## src/rtl/vga_pkg.sv

```systemverilog
// Shared constants and types for the VGA video-RAM path.
// 256x256 frame of 3-bit {R,G,B} pixels.
package vga_pkg;

  localparam int ADDR_W  = 16;
  localparam int COLOR_W = 3;
  localparam int RES_H   = 256;
  localparam int RES_V   = 256;

  typedef enum logic [1:0] {
    SLOT_IDLE,
    SLOT_RD,
    SLOT_WR
  } slot_e;

  typedef struct packed {
    logic [ADDR_W-1:0]  addr;
    logic [COLOR_W-1:0] data;
  } wr_entry_t;

endpackage

```

## src/rtl/vram_write_fifo.sv

```systemverilog
// Synchronous FIFO buffering CPU pixel writes.
// Full/empty are decoded from the occupancy count.
module vram_write_fifo #(
  parameter int W     = 19,
  parameter int DEPTH = 4
) (
  input  logic         Clock,
  input  logic         Reset,
  input  logic         push,
  input  logic         pop,
  input  logic [W-1:0] wdata,
  output logic [W-1:0] rdata,
  output logic         full,
  output logic         empty
);

  localparam int AW = $clog2(DEPTH);
  localparam int CW = AW + 1;

  logic [W-1:0]  mem [DEPTH];
  logic [AW-1:0] wp;
  logic [AW-1:0] rp;
  logic [CW-1:0] cnt;
  logic          do_push;
  logic          do_pop;

  assign full    = (cnt == CW'(DEPTH));
  assign empty   = (cnt == '0);
  assign do_push = push & ~full;
  assign do_pop  = pop & ~empty;
  assign rdata   = mem[rp];

  always_ff @(posedge Clock or negedge Reset) begin
    if (!Reset) begin
      wp  <= '0;
      rp  <= '0;
      cnt <= '0;
    end else begin
      if (do_push) wp <= wp + AW'(1);
      if (do_pop)  rp <= rp + AW'(1);
      cnt <= cnt + CW'(do_push) - CW'(do_pop);
    end
  end

  always_ff @(posedge Clock) begin
    if (do_push) mem[wp] <= wdata;
  end

endmodule

```

## src/rtl/vga_vram_arbiter.sv

```systemverilog
// Single-port VRAM arbiter: pixel reads win every cycle,
// queued CPU writes drain into otherwise idle RAM slots.
module vga_vram_arbiter #(
  parameter int ADDR_W      = 16,
  parameter int COLOR_W     = 3,
  parameter int WFIFO_DEPTH = 4
) (
  input  logic               Clock,
  input  logic               Reset,
  input  logic               iPixelReq,
  input  logic [ADDR_W-1:0]  iPixelAddr,
  output logic [COLOR_W-1:0] oPixelColor,
  output logic               oPixelValid,
  input  logic               iWrReq,
  input  logic [ADDR_W-1:0]  iWrAddr,
  input  logic [COLOR_W-1:0] iWrData,
  output logic               oWrAck,
  output logic               oWrFull,
  output logic               oWrOverflow,
  output logic [ADDR_W-1:0]  oRamAddr,
  output logic               oRamWrEn,
  output logic [COLOR_W-1:0] oRamWrData,
  input  logic [COLOR_W-1:0] iRamRdData
);

  import vga_pkg::*;

  localparam int EW = ADDR_W + COLOR_W;

  slot_e         slot_q;
  slot_e         slot_d;
  logic          fifo_full;
  logic          fifo_empty;
  logic          push;
  logic          pop;
  logic [EW-1:0] head;
  logic          rd_p1;

  assign push    = iWrReq & ~fifo_full;
  assign pop     = (slot_d == SLOT_WR);
  assign oWrAck  = push;
  assign oWrFull = fifo_full;

  vram_write_fifo #(
    .W     (EW),
    .DEPTH (WFIFO_DEPTH)
  ) u_fifo (
    .Clock (Clock),
    .Reset (Reset),
    .push  (push),
    .pop   (pop),
    .wdata ({iWrAddr, iWrData}),
    .rdata (head),
    .full  (fifo_full),
    .empty (fifo_empty)
  );

  always_comb begin
    slot_d = SLOT_IDLE;
    priority case (1'b1)
      iPixelReq:   slot_d = SLOT_RD;
      !fifo_empty: slot_d = SLOT_WR;
      default:     slot_d = SLOT_IDLE;
    endcase
  end

  always_ff @(posedge Clock or negedge Reset) begin
    if (!Reset) begin
      slot_q      <= SLOT_IDLE;
      oRamAddr    <= '0;
      oRamWrEn    <= 1'b0;
      oRamWrData  <= '0;
      rd_p1       <= 1'b0;
      oPixelValid <= 1'b0;
      oPixelColor <= '0;
      oWrOverflow <= 1'b0;
    end else begin
      slot_q <= slot_d;
      unique case (slot_d)
        SLOT_RD: begin
          oRamAddr <= iPixelAddr;
          oRamWrEn <= 1'b0;
        end
        SLOT_WR: begin
          oRamAddr   <= head[EW-1:COLOR_W];
          oRamWrData <= head[COLOR_W-1:0];
          oRamWrEn   <= 1'b1;
        end
        default: oRamWrEn <= 1'b0;
      endcase
      // RAM data for a read slot lands one cycle after the slot
      rd_p1       <= (slot_q == SLOT_RD);
      oPixelValid <= rd_p1;
      if (rd_p1) oPixelColor <= iRamRdData;
      if (iWrReq & fifo_full) oWrOverflow <= 1'b1;
    end
  end

endmodule

```

## config.mk

```make
export PLATFORM = sky130hd
export DESIGN_NAME = vga_vram_arbiter
export DESIGN_NICKNAME = d
export VERILOG_FILES = /design/src/rtl/vga_pkg.sv /design/src/rtl/vram_write_fifo.sv /design/src/rtl/vga_vram_arbiter.sv
export SDC_FILE = /design/constraint.sdc
export NUM_CORES = 1
export LEC_CHECK = 0
export CAP_MARGIN = 20
export CORE_MARGIN = 5
export CORE_UTILIZATION = 48
export CTS_CLUSTER_DIAMETER = 60
export DETAILED_ROUTE_END_ITERATION = 10
export PLACE_DENSITY_LB_ADDON = 0.05
export SYNTH_ARGS = -nofsm -noshare
export SYNTH_HDL_FRONTEND = slang
export SYNTH_HIERARCHICAL = 1
export SYNTH_SLANG_ARGS = --single-unit
```

## constraint.sdc

```tcl
create_clock -name Clock -period 2.2 [get_ports Clock]
set_input_delay 0.22 -clock Clock [delete_from_list [all_inputs] [get_ports Clock]]
set_output_delay 0.22 -clock Clock [all_outputs]
set_load 0.005 [all_outputs]
```

==> results.yml, run 1 <==
logic_synthesis:
  syn_area_mm2: 0.00435
  yosysUniqueCellTypes: 28
  syn_avg_cell_area_um2: 18.9
  synth_edf_count: 76
  muxShareOfSynthArea_pct: 15.3
  synthSimpleGateAreaFrac_pct: 4.46
  synth_xor_area_share_pct: 0.806
  synth_top_family_by_area: "multiplexers"
  yosys_warnings: 6
  syn_nets: 279
  synth_cells: 230
  synth_fa_ha_area_share_pct: 2.19
  async_flop_share_pct: 30.9
  ys_ff_latch: 110
  seq_area_frac_synth_pct: 72.1
  synthFlopType: "edfxtp_1"
  synth_compound_area_share_pct: 2.82
finish:
  fin_area_mm2: 0.00555
  layout_commonest_cell: "edfxtp_1"
  final_cell_mix: "76 x edfxtp_1, 65 x clkdlybuf4s50_1, 31 x dfrtp_1"
  drive_gt1_share_pct: 22.2
  areaGrowthSynthToFinish_pct: 27.7
  n_antenna_cell: 0
  fillers: 648
  layout.nets: 369
  post-route-util_pct: 63.3
  final_cells: 433
detailed_routing:
  viasPerCell: 5.26
  met1_length_mm: 3.61
  wl_met2_mm: 4.11
  first_pass_iters: 6
  first_iter_violations: 95
  drtAntennaViolNets: 0
  met3_length_um: 403
  dr.max_layer_used: "met4"
  wl_per_cell_um: 18.9
  wirelength_mm: 8.17
  drc_errors: 0
  routed-via-count: 2277
global_route:
  grt_overflow: 0
  antenna_found_initial: 0
  grt_pass1_vias: 2402
  grt.total_usage_pct: 15.0
  grt_max_degree: 35
  grt_pass1_wl_mm: 12.7
timing:
  grt_setup_unrepaired: "true"
  timing.final.hold_violations: 0
  worst_slew_pin_slew_ns: 0.844
  max_freq_mhz: 454
  finalSetupTns_ns: -0.00218
  period_share_pct: 100
  drv_slew: 0
  clock_skew_ns: 0.0152
  whs_ns: 0.384
  setup_ws_ns: -0.00218
  fin_crit_ns: 2.20
  maxSlewHeadroom_pct: 43.7
  setup_viol: 1
worst_hold_path:
  hold_path_depth: 3
  hold_class: "input pin to flip-flop"
  hold_end: "oRamAddr[6]$_DFFE_PN0P_"
  min-delay-start: "iPixelAddr[6]"
critical_path:
  crit_arrival_ns: 2.45
  worst_r2r_startpoint: "u_fifo/cnt[1]$_DFF_PN0_"
  cp_top_family: "adder cells"
  critical_path_required_ns: 2.45
  crit_buf_inv: 2
  cpPeakStageDelay_ns: 0.48
  cp-end-kind: "flip-flop"
  path_cells: "nor3_4, nor2_4, o31ai_4, inv_1, ha_1, inv_1, ha_2, fa_2, xnor2_2, xnor2_1"
  setup.worst_path.start_class: "flip-flop"
  cp_common_cell: "inv_1"
  ff2ff_path_depth: 10
  crit_type: "flip-flop to flip-flop"
  cp_max_fo: 6
  crit_slowest_cell: "dfrtp_2"
  r2r_setup_slack_ns: -0.002
  r2r-end: "u_fifo/cnt[2]$_DFF_PN0_"
clock_network:
  cts_buffers: 9
  cts_htree_levels: 3
  clk_pin_slew_ns: 0.11
  cts.sinks: 110
  clk_latency_ns: 0.37
  cts_tree: "yes"
  root_buffer: "clkbuf_8"
  clk_path_buf_depth: 2
power_and_ir_drop:
  finalPower_mw: 6.75
  p_per_area_mw_per_mm2: 1220
  vdd_ir_drop_max_v: 0.000624
  p_leak_nw: 2.03
run_status:
  violations: "negative setup slack"
  outcome: "finished, violations left"
die:
  die_w_um: 105
  die_h_um: 105
  core_area_mm2: 0.00876
  die_area_mm2: 0.0111
  num_rows: 34
  io_pins: 69
  initial_core_util_pct: 49.6
place:
  placed_cell_area_mm2: 0.00525
  pre_cts_ws_ns: 0.0142
  placedCellCount: 409
  portBuffers: 68
  place_hpwl_mm: 5.26
  gp_congestion: 0.689
job:
  maxCapViolations: 0
==> layout make-up <==
type                    count  area [um2]  share of cell area, %
well taps                 108         135                   2.43
repair buffers             88         898                   16.2
clock inverters             6        77.6                   1.40
inverters                   6        22.5                  0.406
flip-flops and latches    110        3140                   56.5
clock buffers              10         128                   2.30
multi-input cells         105        1150                   20.8
==> report_power, final <==
group | switching, mW | leakage (nW) | internal (mW) | total [mW]
combinational | 1.01 | 0.833 | 1.43 | 2.43
clock | 0.688 | 0.101 | 0.550 | 1.24
sequential | 0.306 | 1.09 | 2.78 | 3.08
total | 2.00 | 2.03 | 4.75 | 6.75
==> kinds of logic (layout without fill, tap and decap cells) <==
kind of cell | Yosys count | after routing
adders and majority gates | 7 | 7
buffers and inverters | 15 | 110
AOI/OAI and AO/OA | 21 | 21
muxes | 41 | 41
xor gates and xnor gates | 4 | 4
and+or+nand+nor | 32 | 32
DFF | 110 | 110
==> synthesized netlist by cell type, types with 5 or more instances <==
cell type  number  area share (%)
inv_1           6            0.52
o21ai_0         6            0.69
mux2i_1        16             3.7
dfrtp_1        34              20
edfxtp_1       76              52
ha_1            6             1.7
buf_2           5            0.58
o21ai_1         9             1.0
mux4_2         19             9.8
nand2_1        17             1.5
==> timing repair <==
action                                  CTS  global route
hold buffers                              1             0
resized for setup                         0             9
setup buffers                             0             7
endpoints found under the hold margin    34             0
endpoints found under the setup margin    0             1
==> flip-flops by register name (all words and copies together) (netlist names) <==
| name | cells |
|---|---|
| u_fifo/cnt | 3 |
| oPixelValid | 1 |
| oRamWrData | 3 |
| oWrOverflow | 1 |
| u_fifo/rp | 2 |
| u_fifo/mem | 76 |
| u_fifo/wp | 2 |
| rd_p1 | 1 |
| oRamWrEn | 1 |
| oRamAddr | 16 |
| slot_q | 1 |
| oPixelColor | 3 |
==> how the worst max path moves through the flow <==
stage	from	to	slack, ns	cells past startpoint
global route	u_fifo/cnt[1]$_DFF_PN0_	u_fifo/cnt[2]$_DFF_PN0_	-0.09	10
CTS	u_fifo/cnt[2]$_DFF_PN0_	u_fifo/cnt[2]$_DFF_PN0_	0.005	10
detailed placement	iPixelReq	u_fifo/cnt[2]$_DFF_PN0_	0.01	10
global placement	iPixelReq	u_fifo/cnt[2]$_DFF_PN0_	0.05	10
floorplan	u_fifo/cnt[2]$_DFF_PN0_	u_fifo/cnt[2]$_DFF_PN0_	0.01	11
finish	u_fifo/cnt[1]$_DFF_PN0_	u_fifo/cnt[2]$_DFF_PN0_	-0.002	10
==> metal layers <==
metal  GRT usage (%)  vias up
li1                -     1061
met1            20.0     1149
met2            24.6       63
met3            4.62        4
met4            3.01        0
met5               0        -
==> tightest hold or removal path: cells and delay by family <==
kind / cells / cell delay, ns
AO/OA/AOI/OAI: 1 / 0.05
buffers and inverters: 1 / 0.39
AND/OR/NAND/NOR: 1 / 0.05
Power figures use the tool's default switching activity.
==> run 2, diff against run 1 <==
--- a/config.mk
+++ b/config.mk
@@ -11,6 +11,7 @@
 export CTS_CLUSTER_DIAMETER = 60
 export DETAILED_ROUTE_END_ITERATION = 10
 export PLACE_DENSITY_LB_ADDON = 0.05
+export SKIP_CTS_REPAIR_TIMING = 1
 export SYNTH_ARGS = -nofsm -noshare
 export SYNTH_HDL_FRONTEND = slang
 export SYNTH_HIERARCHICAL = 1
==> run 2 against run 1 <==
Net effect: the flow still finishes with violations (negative setup slack); core utilization unchanged; final cell count is the same; fmax is the same; worst hold slack about the same; critical endpoint unchanged.
==> results.yml, run 2 (synthesis results as in run 1) <==
finish:
  post-route-util_pct: 63.3
  drive_gt1_share_pct: 22.2
  largest_register: "u_fifo/mem"
  final_cell_mix: "76 x edfxtp_1, 65 x clkdlybuf4s50_1, 31 x dfrtp_1"
  reg_top3: "u_fifo/mem x76, oRamAddr x16"
  n_antenna_cell: 0
  layout_commonest_cell: "edfxtp_1"
  areaGrowthSynthToFinish_pct: 27.7
  layout.nets: 369
  fin_area_mm2: 0.00555
  largest_reg_flops: 76
clock_network:
  root_buffer: "clkbuf_8"
  cts.sinks: 110
  cts_buffers: 9
  clk_latency_ns: 0.37
  cts_tree: "yes"
  clk_pin_slew_ns: 0.11
  clk_path_buf_depth: 2
  cts_htree_levels: 3
timing:
  period_share_pct: 100
  timing.final.hold_violations: 0
  grt_setup_unrepaired: "true"
  drv_slew: 0
  worst_slew_pin_slew_ns: 0.844
  setup_viol: 1
  max_freq_mhz: 454
  maxSlewHeadroom_pct: 43.7
  clock_skew_ns: 0.0152
  finalSetupTns_ns: -0.00218
  setup_ws_ns: -0.00218
  whs_ns: 0.384
  fin_crit_ns: 2.20
power_and_ir_drop:
  p_int_mw: 4.75
  switching_power_mw: 2.00
  p_per_area_mw_per_mm2: 1220
  combPwrFrac_pct: 36.0
  switching_share_pct: 29.7
  finalPower_mw: 6.75
  p_leak_nw: 2.03
  vdd_ir_drop_max_v: 0.000624
  p_clk_share_pct: 18.3
  p_seq_share_pct: 45.6
run_status:
  outcome: "finished, violations left"
  violations: "negative setup slack"
critical_path:
  cp_max_fo: 6
  setup.worst_path.start_class: "flip-flop"
  critical_path_required_ns: 2.45
  crit_type: "flip-flop to flip-flop"
  cp-end-kind: "flip-flop"
  crit_arrival_ns: 2.45
die:
  num_rows: 34
  io_pins: 69
  die_area_mm2: 0.0111
  die_h_um: 105
  core_area_mm2: 0.00876
  initial_core_util_pct: 49.6
  die_w_um: 105
detailed_routing:
  wl_per_cell_um: 18.9
  wirelength_mm: 8.17
  drtAntennaViolNets: 0
  drc_errors: 0
  viasPerCell: 5.26
  first_iter_violations: 93
  routed-via-count: 2276
  first_pass_iters: 7
worst_hold_path:
  hold_class: "input pin to flip-flop"
global_route:
  grt_pass1_vias: 2399
  grt.total_usage_pct: 15.0
  grt_overflow: 0
  antenna_found_initial: 0
  grt_max_degree: 35
  grt_pass1_wl_mm: 12.7
place:
  portBuffers: 68
  place_hpwl_mm: 5.26
  placed_cell_area_mm2: 0.00525
  gp_congestion: 0.689
job:
  maxCapViolations: 0
==> run 2: cell counts in the layout (fill, tap and decap cells not counted) <==
Identical to the previous run, type by type.
==> run 2: layer usage <==
metal  vias up  part of all wire, %  GRT usage [%]
li1       1061                    -              -
met1      1148                   44           20.0
met2        63                   50           24.6
met3         4                  5.1           4.62
met4         0                 0.54           3.01
met5         -                    0              0
==> run 2: stage by stage <==
step	setup slack (ns)	std cells
floorplan	0.0126	230
global placement	0.0492	409
detailed placement	0.0142	409
CTS	0.00486	425
global route	-0.0869	433
finish	-0.00218	433
==> run 2: layout make-up <==
type	instances	area, um2
fill	648	3210
sequential	110	3140
multi-input combinational	105	1150
timing repair buffer	88	898
tap	108	135
clock buffer	10	128
clock inverter	6	77.6
inverter	6	22.5
==> run 2: final timing paths <==
kind / cells after the start / startpoint / slack, ns / end
max in group asynchronous: 2 / Reset / 1.12 / u_fifo/cnt[0]$_DFF_PN0_
worst min-delay path: 3 / iPixelAddr[6] / 0.38 / oRamAddr[6]$_DFFE_PN0P_
worst min register to register: 1 / oRamWrEn$_DFF_PN0_ / 0.43 / rd_p1$_DFF_PN0_
worst max-delay path: 10 / u_fifo/cnt[1]$_DFF_PN0_ / -0.002 / u_fifo/cnt[2]$_DFF_PN0_
min in group asynchronous: 2 / Reset / 0.49 / oRamAddr[6]$_DFFE_PN0P_
worst max register to register: 10 / u_fifo/cnt[1]$_DFF_PN0_ / -0.002 / u_fifo/cnt[2]$_DFF_PN0_
==> run 2: power groups by stage <==
stage	Sequential, mW	Clock [mW]	Combinational, mW
after global placement	3.12	0	2.26
after CTS	3.10	1.28	2.28
after floorplan	3.05	0	1.40
final	3.08	1.24	2.43
after global routing	3.14	1.37	2.64
after detailed placement	3.14	0	2.27
==> run 2: critical path, cell delays in order (launching register included) <==
cell and delay, ns:
dfrtp_2 0.48, nor3_4 0.25, nor2_4 0.06, o31ai_4 0.07, inv_1 0.08, ha_1 0.28, inv_1 0.04, ha_2 0.17
fa_2 0.38, xnor2_2 0.15, xnor2_1 0.12
